<file path="config.mk">
export PLATFORM = sky130hd
export DESIGN_NAME = aq_axis_pattern_gen
export DESIGN_NICKNAME = d
export VERILOG_FILES = /design/src/rtl/aq_axis_pkg.sv /design/src/rtl/aq_axis_pattern_gen.sv
export SDC_FILE = /design/constraint.sdc
export NUM_CORES = 1
export LEC_CHECK = 0
export CORE_MARGIN = 3
export CORE_UTILIZATION = 55
export CTS_BUF_LIST = sky130_fd_sc_hd__clkbuf_4 sky130_fd_sc_hd__clkbuf_8 sky130_fd_sc_hd__clkbuf_16
export DETAILED_ROUTE_END_ITERATION = 12
export PLACE_DENSITY = 0.82
export SLEW_MARGIN = 20
export SYNTH_ARGS = -nofsm -noshare
export SYNTH_HDL_FRONTEND = slang
export SYNTH_SLANG_ARGS = --single-unit
</file>
<file path="constraint.sdc">
create_clock -name ACLK -period 6.4 [get_ports ACLK]
set_input_delay 0.96 -clock ACLK [delete_from_list [all_inputs] [get_ports ACLK]]
set_output_delay 0.96 -clock ACLK [all_outputs]
set_load 0.05 [all_outputs]
</file>
<file path="src/rtl/aq_axis_pkg.sv">
// Shared state type and default widths for the AQ AXI-Stream blocks.
package aq_axis_pkg;

  localparam int AQ_AXIS_DATA_W = 32;
  localparam int AQ_AXIS_LEN_W  = 16;

  typedef enum logic [1:0] {
    IDLE,
    SEND,
    GAPW
  } aq_axis_state_e;

endpackage

</file>
<file path="src/rtl/aq_axis_pattern_gen.sv">
// AXI4-Stream master emitting bursts of packets with seed+index data.
module aq_axis_pattern_gen
  import aq_axis_pkg::*;
#(
  parameter int DATA_WIDTH = AQ_AXIS_DATA_W,
  parameter int LEN_WIDTH  = AQ_AXIS_LEN_W,
  parameter int CNT_WIDTH  = 16
) (
  input  logic                  ACLK,
  input  logic                  RST,
  input  logic                  START,
  input  logic [LEN_WIDTH-1:0]  PKT_LEN,
  input  logic [CNT_WIDTH-1:0]  PKT_COUNT,
  input  logic [7:0]            GAP,
  input  logic [DATA_WIDTH-1:0] SEED,
  output logic                  BUSY,
  output logic                  DONE,
  output logic                  M_AXIS_TVALID,
  input  logic                  M_AXIS_TREADY,
  output logic [DATA_WIDTH-1:0] M_AXIS_TDATA,
  output logic                  M_AXIS_TLAST,
  output logic [31:0]           BEAT_TOTAL
);

  aq_axis_state_e state_q, state_d;

  logic [LEN_WIDTH-1:0]  len_m1_q, len_m1_d;
  logic [CNT_WIDTH-1:0]  cnt_m1_q, cnt_m1_d;
  logic [7:0]            gap_q, gap_d;
  logic [LEN_WIDTH-1:0]  beat_q, beat_d;
  logic [CNT_WIDTH-1:0]  pkt_q, pkt_d;
  logic [7:0]            gcnt_q, gcnt_d;
  logic [DATA_WIDTH-1:0] data_q, data_d;
  logic                  tvalid_q, tvalid_d;
  logic                  tlast_q, tlast_d;
  logic                  busy_q, busy_d;
  logic                  done_q, done_d;
  logic [31:0]           total_q, total_d;

  logic xfer;
  logic beat_last;
  logic pkt_last;
  logic cfg_ok;

  assign xfer      = tvalid_q & M_AXIS_TREADY;
  assign beat_last = (beat_q == len_m1_q);
  assign pkt_last  = (pkt_q == cnt_m1_q);
  assign cfg_ok    = (PKT_LEN != '0) && (PKT_COUNT != '0);

  always_comb begin
    state_d  = state_q;
    len_m1_d = len_m1_q;
    cnt_m1_d = cnt_m1_q;
    gap_d    = gap_q;
    beat_d   = beat_q;
    pkt_d    = pkt_q;
    gcnt_d   = gcnt_q;
    data_d   = data_q;
    tvalid_d = tvalid_q;
    tlast_d  = tlast_q;
    busy_d   = busy_q;
    done_d   = 1'b0;
    total_d  = total_q;

    unique case (state_q)
      IDLE: begin
        if (START && !cfg_ok) begin
          done_d = 1'b1;
        end else if (START) begin
          len_m1_d = PKT_LEN - LEN_WIDTH'(1);
          cnt_m1_d = PKT_COUNT - CNT_WIDTH'(1);
          gap_d    = GAP;
          beat_d   = '0;
          pkt_d    = '0;
          gcnt_d   = '0;
          data_d   = SEED;
          tvalid_d = 1'b1;
          tlast_d  = (PKT_LEN == LEN_WIDTH'(1));
          busy_d   = 1'b1;
          state_d  = SEND;
        end
      end

      SEND: begin
        if (xfer) begin
          total_d = total_q + 32'd1;
          data_d  = data_q + DATA_WIDTH'(1);
          if (!beat_last) begin
            beat_d  = beat_q + LEN_WIDTH'(1);
            tlast_d = ((beat_q + LEN_WIDTH'(1)) == len_m1_q);
          end else if (pkt_last) begin
            tvalid_d = 1'b0;
            tlast_d  = 1'b0;
            busy_d   = 1'b0;
            done_d   = 1'b1;
            state_d  = IDLE;
          end else begin
            beat_d  = '0;
            pkt_d   = pkt_q + CNT_WIDTH'(1);
            tlast_d = (len_m1_q == '0);
            // A non-zero gap parks TVALID low until the gap expires
            if (gap_q != 8'd0) begin
              tvalid_d = 1'b0;
              tlast_d  = 1'b0;
              gcnt_d   = '0;
              state_d  = GAPW;
            end
          end
        end
      end

      GAPW: begin
        if (gcnt_q == gap_q - 8'd1) begin
          tvalid_d = 1'b1;
          tlast_d  = (len_m1_q == '0);
          state_d  = SEND;
        end else begin
          gcnt_d = gcnt_q + 8'd1;
        end
      end

      default: begin
        state_d = IDLE;
      end
    endcase
  end

  always_ff @(posedge ACLK or posedge RST) begin
    if (RST) begin
      state_q  <= IDLE;
      len_m1_q <= '0;
      cnt_m1_q <= '0;
      gap_q    <= '0;
      beat_q   <= '0;
      pkt_q    <= '0;
      gcnt_q   <= '0;
      data_q   <= '0;
      tvalid_q <= 1'b0;
      tlast_q  <= 1'b0;
      busy_q   <= 1'b0;
      done_q   <= 1'b0;
      total_q  <= '0;
    end else begin
      state_q  <= state_d;
      len_m1_q <= len_m1_d;
      cnt_m1_q <= cnt_m1_d;
      gap_q    <= gap_d;
      beat_q   <= beat_d;
      pkt_q    <= pkt_d;
      gcnt_q   <= gcnt_d;
      data_q   <= data_d;
      tvalid_q <= tvalid_d;
      tlast_q  <= tlast_d;
      busy_q   <= busy_d;
      done_q   <= done_d;
      total_q  <= total_d;
    end
  end

  assign BUSY          = busy_q;
  assign DONE          = done_q;
  assign M_AXIS_TVALID = tvalid_q;
  assign M_AXIS_TDATA  = data_q;
  assign M_AXIS_TLAST  = tlast_q;
  assign BEAT_TOTAL    = total_q;

endmodule

</file>
==> results.ini <==
[global_routing]
gr-usage-met2 = 0.4300
grt_overflow = 0
use_met3 = 0.04532
grt_start_max_net_pins = 110
grt_pass1_vias = 7513
grt_use_total = 0.2572
antenna_found_initial = 0
busiest_layer = met2
grt_pass1_wl_um = 37340
grt_use_met1 = 0.3416

[final_layout]
finalInstanceArea_sq_um = 10940
num-nets-final = 1177
final_cell_count_no_fill = 1310
drive_gt1_frac = 0.06915
insertedDiodeCount = 0
synthToLayoutAreaGrowth_pct = 23.01

[yosys]
async_reset_ff_frac = 1.000
syn-num-nets = 1056
synth_cell_type_count = 75
avgSynthCellArea_sq_um = 9.220
ys_ff_latch = 150
synth_area_leaders = dfrtp_1 42%, xnor2_1 8.3%, nand2_1 4.6%
synth-main-ff-cell = dfrtp_1
yosys.area.top_type = dfrtp_1
synth_top_cell_area_share = 0.4219
syn_area_sq_um = 8897
synth_warnings = 0
syn_inst = 965
synth_edf_count = 0
synth-seq-area-share = 0.4219

[drt]
wl_per_cell_um = 17.20
routed_wl_um = 22530
vias_per_cell = 5.950
num_vias = 7795
first_pass_iters = 5
drc_errors = 0
drt_iter0_drc = 550
ant_nets = 0

[run_status]
status = finished, final reports clean

[floorplan]
die_width_um = 133.2
core_area_sq_um = 15540
rows = 45
io_pins = 144
die_h_um = 133.2
start_util = 0.5725
dieArea_sq_um = 17740

[critical_path]
r2r_end = BEAT_TOTAL[29]
crit_chain = clkdlybuf4s50_1 -> inv_1 -> ha_1 -> or4b_2 -> nor4_4 -> a21o_4 -> a211o_1 -> a21oi_2 -> nand3_1 -> xor2_1 -> nor2_1
r2r_slack_ns = 3.00
reg2reg_depth = 10
critPathMaxStageDelay_ns = 0.62
crit_type = input pin to flip-flop
cp.required_ns = 6.65
endpoint_kind = flip-flop
worstReg2RegStart = state_q[1]
critPathSlowestCell = or4b_2
cp-start-kind = input pin
cp.arrival_ns = 3.96
cp_max_fo = 20

[clocking]
cts-hold-fix-buffers = 0
cts.sinks = 150
cts_made_buffers = 17
clkTransAtPathRegs_ns = 0.06
htree_num_levels = 4
postCtsSetupRepairBufs = 0
cts_tree = built
clock_tree.buffer_depth = 2
post_cts_resized = 0
clock_latency_ns = 0.42
root_buffer = clkbuf_16

[min_path]
min_delay_path_depth = 1
hp-start = BEAT_TOTAL[31]
hp-class = flip-flop to flip-flop
hold_end = BEAT_TOTAL[31]

[place]
dpl_cell_area_sq_um = 10370
hpwl_um = 15860
place_inst = 1278
globalplace.congestion = 0.9022
portBuffers = 143

[power_and_ir_drop]
irDropWorstVdd_mv = 0.2651
swShare = 0.4604
p_leak_nw = 4.470
seqPwrFrac = 0.337
p_comb_frac = 0.460
clkPwrFrac = 0.203
power_per_cell_area_nw_per_um2 = 439.7
p_int_mw = 2.597
power.switching_mw = 2.215

[sta]
setup_tns_ns = 0
slew_violations = 0
tightest_slew_ns = 1.006
finalSetupViolations = 0
fin_crit_sh = 0.5803
min_period_ns = 3.714
finClkSkew_ns = 0.01020
hold_slack_ns = 0.4752
relSlewSlack = 0.3293
rsz0062_at_grt = no
hold_viol_final = 0
fmax_mhz = 269.3

[job]
cap_violations = 0

-- how the worst max path moves through the flow --
| stage | start | end | slack (ns) | depth (start not counted) |
|---|---|---|---|---|
| 2_1_floorplan | RST | BEAT_TOTAL[0] | 1.40 | 1 |
| 3_3_place_gp | PKT_COUNT[0] | gap_q[0] | 2.33 | 9 |
| 5_1_grt | PKT_COUNT[0] | beat_q[9] | 2.52 | 11 |
| 3_5_place_dp | PKT_COUNT[0] | gap_q[7] | 2.29 | 9 |
| 6_report | PKT_COUNT[0] | beat_q[9] | 2.69 | 11 |
| 4_1_cts | PKT_COUNT[0] | gap_q[7] | 2.70 | 9 |
-- critical path, delay by kind of cell --
kind / cells / cell delay (ns)
buf+inv: 2 / 0.54
compound gates: 3 / 1.07
xor+xnor: 1 / 0.18
fa+ha+maj: 1 / 0.14
simple gates: 4 / 1.07
-- per-layer routing --
layer / share of wire / vias to the layer above
li1: - / 3704
met4: 0.023 / 0
met1: 0.43 / 3748
met2: 0.49 / 299
met3: 0.055 / 44
met5: 0 / -
-- power by group through the flow --
stage          sequential (mW)  clock (mW)  combinational (mW)
6_report                  1.62       0.975                2.21
5_1_grt                   1.67        1.03                2.40
4_1_cts                   1.61       0.981                2.21
3_5_place_dp              1.63           0                2.18
3_3_place_gp              1.62           0                2.14
2_1_floorplan             1.94           0                1.27
-- per-stage QoR --
step / total power, mW / util / setup WS [ns]
4_1_cts: 4.801 / 0.7039 / 2.698
6_report: 4.812 / 0.7043 / 2.686
3_5_place_dp: 3.809 / 0.6672 / 2.286
2_1_floorplan: 3.212 / - / 1.404
3_3_place_gp: 3.756 / 0.6672 / 2.325
5_1_grt: 5.100 / 0.7043 / 2.517
-- kinds of logic (layout without fill, tap and decap cells) --
| kind of cell | after synthesis | in the layout | share of synthesized area |
|---|---|---|---|
| simple gates | 392 | 392 | 0.2319 |
| compound gates | 189 | 189 | 0.1315 |
| flops | 150 | 150 | 0.4219 |
| xor+xnor | 131 | 131 | 0.1323 |
| buf+inv | 72 | 206 | 0.04205 |
| mux | 16 | 16 | 0.01927 |
| fa+ha+maj | 15 | 15 | 0.02109 |
-- state kept, by name (all words and copies together) (netlist names) --
| signal | count |
|---|---|
| cnt_m1_q | 16 |
| gap_q | 8 |
| BUSY | 1 |
| state_q | 2 |
| gcnt_q | 8 |
| M_AXIS_TVALID | 1 |
| beat_q | 16 |
| pkt_q | 16 |
| M_AXIS_TDATA | 32 |
| len_m1_q | 16 |
| M_AXIS_TLAST | 1 |
| BEAT_TOTAL | 32 |
| DONE | 1 |
-- synthesized netlist by cell type, drive strengths merged, types with 26 or more instances --
library cell and n:
nor3 36, a21oi 50, xnor2 88, buf 29, o21ai 67, xor2 43, nand3 36, nand2 108
dfrtp 150, nor2 77, inv 26, nand4 45
-- area by class of cell --
type,count,area (sq um)
multi-input cells,743,4788
fillers,1214,4596
flip-flops and latches,150,3754
repair buffers,147,1461
clock buffers,17,425.4
well taps,211,264.0
clock inverters,15,145.1
inverters,27,106.4
-- placed cells by master, fill, tap and decap left out, drive strengths merged, types with 6 or more instances in the layout --
cell type | synthesis | routed
a21o | 6 | 6
mux2i | 7 | 7
clkdlybuf4s50 | 0 | 143
nand3 | 36 | 36
o22ai | 19 | 19
nand2 | 108 | 108
nor3 | 36 | 36
nor4 | 20 | 20
and2 | 8 | 8
xor2 | 43 | 43
inv | 26 | 32
nand4 | 45 | 45
and3 | 20 | 20
ha | 15 | 15
and4 | 10 | 10
nand2b | 7 | 7
a21oi | 50 | 50
xnor2 | 88 | 88
nor2 | 77 | 77
a22oi | 6 | 6
mux2 | 9 | 9
o21ai | 67 | 67
dfrtp | 150 | 150
clkbuf | 16 | 17
Note: power is estimated with default switching activity, not from simulation.
